File: config.mk
export PLATFORM = sky130hd
export DESIGN_NAME = wvb_rd_ctrl
export DESIGN_NICKNAME = d
export VERILOG_FILES = /design/src/rtl/wvb_rd_ctrl.sv
export SDC_FILE = /design/constraint.sdc
export NUM_CORES = 1
export LEC_CHECK = 0
export CAP_MARGIN = 20
export CORE_MARGIN = 2
export CORE_UTILIZATION = 50
export DETAILED_ROUTE_END_ITERATION = 16
export PLACE_DENSITY = 0.88
export SYNTH_ARGS = -nofsm -noshare
export SYNTH_HDL_FRONTEND = slang
export SYNTH_SLANG_ARGS = --single-unit
File: constraint.sdc
create_clock -name clk -period 4.87 [get_ports clk]
set_input_delay 1.461 -clock clk [delete_from_list [all_inputs] [get_ports clk]]
set_output_delay 1.461 -clock clk [all_outputs]
set_load 0.02 [all_outputs]
File: src/rtl/wvb_rd_ctrl.sv
// Waveform buffer readout: pops one header, streams start..stop (mod 2^P_ADR_WIDTH), pulses wvb_rddone.
// Latency: pop at T, first read at T+1, first beat at T+2, last beat at T+1+len, rddone at T+2+len.
// Backpressure: 2-entry skid buffer; reads are throttled so in-flight plus buffered words never exceed 2.
//
// Ports:
//   clk, rst                         clock, synchronous active-high reset
//   rd_req                           arbiter grant, sampled in IDLE only
//   hdr_empty, hdr_start_addr,
//   hdr_stop_addr, hdr_rdreq         show-ahead header FIFO head and pop pulse
//   wvb_rd_addr, wvb_rd_en,
//   wvb_rd_data                      buffer RAM read port (1-cycle read latency)
//   dout, dout_valid, dout_ready,
//   dout_sop, dout_eop               sample stream, valid/ready handshake
//   wvb_rddone                       one-cycle pulse after the last beat of an event
//   busy                             high outside IDLE
module wvb_rd_ctrl #(
    parameter int P_ADR_WIDTH  = 12,
    parameter int P_DATA_WIDTH = 22
) (
    input  logic                    clk,
    input  logic                    rst,
    input  logic                    rd_req,
    input  logic                    hdr_empty,
    input  logic [P_ADR_WIDTH-1:0]  hdr_start_addr,
    input  logic [P_ADR_WIDTH-1:0]  hdr_stop_addr,
    output logic                    hdr_rdreq,
    output logic [P_ADR_WIDTH-1:0]  wvb_rd_addr,
    output logic                    wvb_rd_en,
    input  logic [P_DATA_WIDTH-1:0] wvb_rd_data,
    output logic [P_DATA_WIDTH-1:0] dout,
    output logic                    dout_valid,
    input  logic                    dout_ready,
    output logic                    dout_sop,
    output logic                    dout_eop,
    output logic                    wvb_rddone,
    output logic                    busy
);

    typedef enum logic [1:0] {S_IDLE, S_STREAM, S_DRAIN, S_DONE} state_t;

    typedef struct packed {
        logic                    sop;
        logic                    eop;
        logic [P_DATA_WIDTH-1:0] dat;
    } beat_t;

    localparam logic [P_ADR_WIDTH-1:0] ADR_ONE  = {{(P_ADR_WIDTH-1){1'b0}}, 1'b1};
    localparam logic [P_ADR_WIDTH:0]   LEN_ONE  = {{P_ADR_WIDTH{1'b0}}, 1'b1};
    localparam logic [P_ADR_WIDTH:0]   LEN_FULL = {1'b1, {P_ADR_WIDTH{1'b0}}};

    state_t                 state;
    logic [P_ADR_WIDTH-1:0] rd_ptr;
    logic [P_ADR_WIDTH:0]   remaining;
    logic                   first_rd;

    // Word in flight from the RAM: data shows up on wvb_rd_data this cycle.
    logic                   rd_vld_d;
    logic                   rd_sop_d;
    logic                   rd_eop_d;

    beat_t                  skid0;
    beat_t                  skid1;
    logic [1:0]             skid_cnt;

    logic [P_ADR_WIDTH-1:0] len_mod;
    logic [P_ADR_WIDTH:0]   len;
    beat_t                  ram_beat;
    beat_t                  head;
    logic                   beat_acc;
    logic                   room;
    logic                   issue;
    logic                   last_addr;

    // A modular length of zero can only mean the event fills the whole buffer.
    assign len_mod = hdr_stop_addr - hdr_start_addr + ADR_ONE;
    assign len     = (len_mod == '0) ? LEN_FULL : {1'b0, len_mod};

    assign ram_beat = {rd_sop_d, rd_eop_d, wvb_rd_data};

    // Buffered words go first; an empty buffer lets the RAM word bypass straight
    // to the output so the first beat appears the cycle after its read.
    always_comb begin
        head = '0;
        if (skid_cnt != 2'd0) begin
            head = skid0;
        end else if (rd_vld_d) begin
            head = ram_beat;
        end
    end

    assign dout_valid = (skid_cnt != 2'd0) || rd_vld_d;
    assign dout       = head.dat;
    assign dout_sop   = head.sop;
    assign dout_eop   = head.eop;
    assign beat_acc   = dout_valid && dout_ready;

    // Outstanding words after this cycle's acceptance must stay below 2 before a new read.
    assign room      = ({1'b0, skid_cnt} + {2'b00, rd_vld_d}) < (3'd2 + {2'b00, beat_acc});
    assign issue     = (state == S_STREAM) && room && !rst;
    assign last_addr = (remaining == LEN_ONE);

    assign wvb_rd_en   = issue;
    assign wvb_rd_addr = rd_ptr;
    assign hdr_rdreq   = (state == S_IDLE) && rd_req && !hdr_empty && !rst;
    assign wvb_rddone  = (state == S_DONE);
    assign busy        = (state != S_IDLE);

    always_ff @(posedge clk) begin
        if (rst) begin
            state     <= S_IDLE;
            rd_ptr    <= '0;
            remaining <= '0;
            first_rd  <= 1'b0;
            rd_vld_d  <= 1'b0;
            rd_sop_d  <= 1'b0;
            rd_eop_d  <= 1'b0;
            skid0     <= '0;
            skid1     <= '0;
            skid_cnt  <= 2'd0;
        end else begin
            case (state)
                S_IDLE: begin
                    if (hdr_rdreq) begin
                        rd_ptr    <= hdr_start_addr;
                        remaining <= len;
                        first_rd  <= 1'b1;
                        state     <= S_STREAM;
                    end
                end
                S_STREAM: begin
                    if (issue) begin
                        rd_ptr    <= rd_ptr + ADR_ONE;
                        remaining <= remaining - LEN_ONE;
                        first_rd  <= 1'b0;
                        if (last_addr) begin
                            state <= S_DRAIN;
                        end
                    end
                end
                S_DRAIN: begin
                    if (beat_acc && dout_eop) begin
                        state <= S_DONE;
                    end
                end
                S_DONE: begin
                    state <= S_IDLE;
                end
                default: begin
                    state <= S_IDLE;
                end
            endcase

            rd_vld_d <= issue;
            rd_sop_d <= issue && first_rd;
            rd_eop_d <= issue && last_addr;

            // The throttle guarantees the buffer is never full while a word is in flight.
            case (skid_cnt)
                2'd0: begin
                    if (rd_vld_d && !beat_acc) begin
                        skid0    <= ram_beat;
                        skid_cnt <= 2'd1;
                    end
                end
                2'd1: begin
                    if (rd_vld_d) begin
                        if (beat_acc) begin
                            skid0 <= ram_beat;
                        end else begin
                            skid1    <= ram_beat;
                            skid_cnt <= 2'd2;
                        end
                    end else if (beat_acc) begin
                        skid_cnt <= 2'd0;
                    end
                end
                2'd2: begin
                    if (beat_acc) begin
                        skid0    <= skid1;
                        skid_cnt <= 2'd1;
                    end
                end
                default: begin
                    skid_cnt <= 2'd0;
                end
            endcase
        end
    end

endmodule

==> results_dict.tcl, run 1 <==
set metrics [dict create \
    layout_commonest_cell "nand2_1" \
    synthArstFlopShare 0 \
    most-common-layout-cells "nand2_1, clkdlybuf4s50_1, dfxtp_1" \
    ioPinCount 92 \
    hold_ws_ps 457 \
    drive_gt1_frac 0.0459 \
    post_cts_buffers 0 \
    core-area_um2 9730 \
    gp_congestion 0.963 \
    hold_class "register to register" \
    final_cell_count_no_fill 874 \
    cts_inserted_buffers 9 \
    preCtsSetupSlack_ps 229 \
    tightest_slew_ps 954 \
    critPathArrivalTime_ps 3190 \
    nets 819 \
    area_growth_pct 24.2 \
    worst_setup_hold_path_clk_slew_ps 100 \
    combinationalPowerShare 0.416 \
    fmax_mhz 215 \
    dominantRegCellSynth "dfxtp_1" \
    ys_types 60 \
    vias 5038 \
    ir_drop_v 0.000321 \
    die_y_um 104 \
    dieArea_um2 10800 \
    critical_path_required_ps 3410 \
    power_density_nw_per_um2 383 \
    setup_ws_ps 223 \
    setup_tns_ps 0 \
    die_width_um 104 \
    yosysSeqAreaShare 0.325 \
    grt_max_degree 80 \
    cellLeakagePower_nw 2.41 \
    final_util 0.636 \
    clockPowerShare 0.244 \
    critPathMaxFanout 3 \
    viasPerCell 5.76 \
    cts.sinks 81 \
    dp_hpwl_mm 9.27 \
    rows 36 \
    start_util 0.512 \
    switching_share 0.393 \
    n_fill_cell 856 \
    drt_iter0_drc 382 \
    slew_viol_final 0 \
    rsz0062_at_grt "false" \
    hold_viol 0 \
    fin_crit_ps 4650 \
    status "finished, final reports clean" \
    slowest_delay_ps 620 \
    period_share 0.954 \
    cts_tree "yes" \
    antenna_found_initial 0 \
    maxCapViolations 0 \
    p_sw_w 0.000932 \
    hold_buffers 0 \
    cts_resized 0 \
    htreeDepth 3 \
    avgRoutedWirePerCell_um 14.9 \
    grt.total_usage 0.241 \
    slew_headroom 0.362 \
    clk_path_buf_depth 2 \
    setup.worst_path.start_class "primary input" \
    clock_latency_ps 350 \
    gr-total-overflow 0 \
    finalClockSkew_ps 12.9 \
    cp_cell_sequence "clkdlybuf4s50_1, nand2b_1, a2111o_1, inv_1, clkdlybuf4s50_1" \
    syn_inst 668 \
    drcViolationCount 0 \
    grt_pass1_wl_mm 22.2 \
    synth_nets 751 \
    synth_edf_count 0 \
    port_buffers 91 \
    ys.warnings.count 0 \
    antennaDiodeCount 0 \
    p_int_w 0.00144 \
    worstSetupPathType "primary input to primary output" \
    synth-seq-cells 81 \
    ant_nets 0 \
    syn-cell-area_um2 4980 \
    placed_cells 858 \
    seq_power_share 0.340 \
    crit_top_cell "clkdlybuf4s50_1" \
    end_kind "primary output" \
    setup_viol 0 \
    first_global_vias 4870 \
    slowest_stage "clkdlybuf4s50_1" \
    wl_mm 13.0 \
    syn_area_per_cell_um2 7.46 \
    drtPass1Iterations 5 \
    root_buffer "clkbuf_8" \
]
[power groups by stage]
stage	Combinational, W	Sequential, W	Clock [W]
2_1_floorplan	0.000652	0.000821	0
3_3_place_gp	0.000931	0.000813	0
3_5_place_dp	0.000967	0.000818	0
4_1_cts	0.000974	0.000804	0.000586
5_1_grt	0.00109	0.000815	0.000613
6_report	0.000986	0.000806	0.000577
[routing by layer]
| layer | global-route usage | part of all wire | vias to the layer above |
|---|---|---|---|
| met5 | 0 | 0 | - |
| met4 | 0.0888 | 0.021 | 0 |
| met3 | 0.0321 | 0.058 | 24 |
| met2 | 0.422 | 0.49 | 180 |
| met1 | 0.301 | 0.43 | 2344 |
| li1 | - | - | 2490 |
[critical path, delay by kind of cell]
family / cells / cell delay (ps)
compound gates: 1 / 430
buf+inv: 3 / 1220
simple gates: 1 / 80
[state kept, by name (all words and copies together), names as in the netlist]
name         cells
skid0           24
skid1           24
remaining       13
wvb_rd_addr     12
skid_cnt         2
state            2
first_rd         1
rd_eop_d         1
rd_sop_d         1
rd_vld_d         1
[path summary, 6_finish.rpt]
check / from / end / slack, ps / cells past startpoint
hold / removal: skid1[6] / skid1[6] / 460 / 2
hold reg to reg: skid1[6] / skid1[6] / 460 / 2
setup reg to reg: skid_cnt[0] / state[1] / 2120 / 9
setup / recovery: dout_ready / wvb_rd_en / 220 / 5
[Yosys cell counts (6+ instances only)]
master,count,area share
nand2_1,128,0.096
a21oi_1,55,0.055
clkbuf_1,34,0.026
dfxtp_1,81,0.33
a211oi_1,40,0.060
inv_1,30,0.023
a21o_1,6,0.0090
nor2_1,56,0.042
mux2i_1,26,0.052
nor3_1,8,0.0080
o22ai_1,10,0.013
ha_1,31,0.078
nand3_1,10,0.010
or2_2,6,0.0075
o21ai_0,51,0.051
[final cells by class]
class / count / area (um2) / share of cell area
inverter: 31 / 116 / 0.0188
timing repair buffer: 99 / 966 / 0.156
clock buffer: 9 / 124 / 0.0200
clock inverter: 7 / 108 / 0.0174
sequential: 81 / 1620 / 0.262
tap: 133 / 166 / 0.0269
multi-input combinational: 514 / 3090 / 0.499
[through the flow]
stage                     cell area [um2]  power, W
after floorplan                      4980   0.00147
after global placement               5960   0.00174
after detailed placement             5960   0.00179
after CTS                            6190   0.00236
after global routing                 6190   0.00252
final                                6190   0.00237
[logic make-up (layout without fill, tap and decap cells)]
logic type,count (synthesis),after routing,share of synthesized area
XOR/XNOR,7,7,0.0123
multiplexers,26,26,0.0522
AND/OR/NAND/NOR,252,252,0.225
buffers and inverters,73,146,0.0572
flip-flops,81,81,0.325
adder cells (fa/ha/maj),32,32,0.0818
AO/OA/AOI/OAI,197,197,0.246
Note: power is estimated with default switching activity, not from simulation.
==> run 2: changes to the inputs <==
--- a/config.mk
+++ b/config.mk
@@ -7,9 +7,9 @@
 export LEC_CHECK = 0
 export CAP_MARGIN = 20
 export CORE_MARGIN = 2
-export CORE_UTILIZATION = 50
+export CORE_UTILIZATION = 57
 export DETAILED_ROUTE_END_ITERATION = 16
-export PLACE_DENSITY = 0.88
+export PLACE_DENSITY = 0.95
 export SYNTH_ARGS = -nofsm -noshare
 export SYNTH_HDL_FRONTEND = slang
 export SYNTH_SLANG_ARGS = --single-unit
==> results_dict.tcl, run 2 (synthesis results as in run 1) <==
set metrics [dict create \
    status "finished, final reports clean" \
    antennaDiodeCount 0 \
    clk_path_buf_depth 2 \
    end_kind "primary output" \
    first_global_vias 4742 \
    ir_drop_v 0.000329 \
    tightest_slew_ps 943 \
    grt.total_usage 0.273 \
    maxCapViolations 0 \
    rrSetupSlack_ps 2090 \
    cts_resized 0 \
    cp_cell_sequence "clkdlybuf4s50_1, nand2b_1, a2111o_1, inv_1, clkdlybuf4s50_1" \
    dr_wl_met2_mm 6.53 \
    n_fill_cell 641 \
    stdcell_area_um2 6170 \
    ant_nets 0 \
    area_growth_pct 23.8 \
    layout_commonest_cell "nand2_1" \
    setup.worst_path.start_class "primary input" \
    cts_tree "yes" \
    dieArea_um2 9510 \
    root_buffer "clkbuf_8" \
    hold_class "register to register" \
    dr_wl_met3_um 809 \
    most-common-layout-cells "nand2_1, clkdlybuf4s50_1, dfxtp_1" \
    critical_path_required_ps 3410 \
    finalClockSkew_ps 11.6 \
    slowest_delay_ps 610 \
    slew_headroom 0.369 \
    crit_top_cell "clkdlybuf4s50_1" \
    setup_viol 0 \
    cts_inserted_buffers 9 \
    rsz0062_at_grt "false" \
    port_buffers 91 \
    critPathMaxFanout 3 \
    m1WireLength_mm 5.57 \
    die_y_um 97.5 \
    grt_max_degree 80 \
    cellLeakagePower_nw 2.42 \
    fin_crit_ps 4630 \
    wl_mm 13.1 \
    period_share 0.951 \
    crit_family "buffers and inverters" \
    die_width_um 97.5 \
    gp_congestion 0.917 \
    htreeDepth 3 \
    reg.largest.list "skid0 (24), skid1 (24), remaining (13)" \
    grt_pass1_wl_mm 21.7 \
    slowest_stage "clkdlybuf4s50_1" \
    antenna_found_initial 0 \
    hold_buffers 0 \
    start_util 0.580 \
    highest_layer "met4" \
    drtPass1Iterations 5 \
    place_area_um2 5940 \
    dp_hpwl_mm 9.22 \
    vias 5096 \
    slew_viol_final 0 \
    drt_iter0_drc 319 \
    post_cts_buffers 0 \
    setup_tns_ps 0 \
    seqCellArea_um2 1620 \
    worstSetupPathType "primary input to primary output" \
    viasPerCell 5.99 \
    fmax_mhz 216 \
    core-area_um2 8590 \
    gr-total-overflow 0 \
    hold_viol 0 \
    rows 34 \
    cp_num_buf_inv 3 \
    cts.sinks 81 \
    ioPinCount 92 \
    multi_input_area_um2 3090 \
    worst_setup_hold_path_clk_slew_ps 80 \
    critPathArrivalTime_ps 3170 \
    power_density_nw_per_um2 386 \
    clock_latency_ps 370 \
    drcViolationCount 0 \
    avgRoutedWirePerCell_um 15.4 \
    nets 821 \
    drive_gt1_frac 0.0485 \
]
[run 2: cell types whose count changed in the layout (fill, tap and decap cells not counted), sizes merged]
| cell | change |
|---|---|
| buf | +2 |
[run 2: routing by layer]
| metal | up-vias | GRT usage |
|---|---|---|
| li1 | 2504 | - |
| met4 | 0 | 0.0908 |
| met2 | 178 | 0.472 |
| met3 | 30 | 0.0496 |
| met1 | 2384 | 0.342 |
| met5 | - | 0 |
[run 2: cell type report]
class,instances,area share
clock inverter,7,0.0170
inverter,31,0.0189
multi-input combinational,514,0.500
sequential,81,0.263
tap,108,0.0219
clock buffer,9,0.0201
timing repair buffer,101,0.159
[run 2: final timing paths]
path | cells past startpoint | endpoint | start
max | 5 | wvb_rd_en | dout_ready
min | 2 | skid1[23] | skid1[23]
max reg2reg | 9 | state[1] | skid_cnt[0]
min reg2reg | 2 | skid1[23] | skid1[23]
[run 2: report_power, final]
| group | internal, W | total [W] | switching, W |
|---|---|---|---|
| logic | 0.000407 | 0.000996 | 0.000589 |
| clock network | 0.000298 | 0.000579 | 0.000281 |
| registers | 0.000737 | 0.000807 | 0.0000695 |
| total | 0.00144 | 0.00238 | 0.000940 |
[run 2: per-stage QoR]
stage | util | cells | power (W) | setup WS, ps | hold slack (ps)
3_3_place_gp | 0.691 | 835 | 0.00175 | 281 | 441
2_1_floorplan | - | 668 | 0.00147 | 1080 | 423
4_1_cts | 0.718 | 851 | 0.00237 | 239 | 460
6_report | 0.718 | 851 | 0.00238 | 236 | 456
3_5_place_dp | 0.691 | 835 | 0.00180 | 246 | 448
5_1_grt | 0.718 | 851 | 0.00252 | 177 | 487
[run 2: worst min-delay path, cell delays in order (launching register included)]
cell and delay, ps:
dfxtp_1 310, nand2_1 50, a21oi_1 50
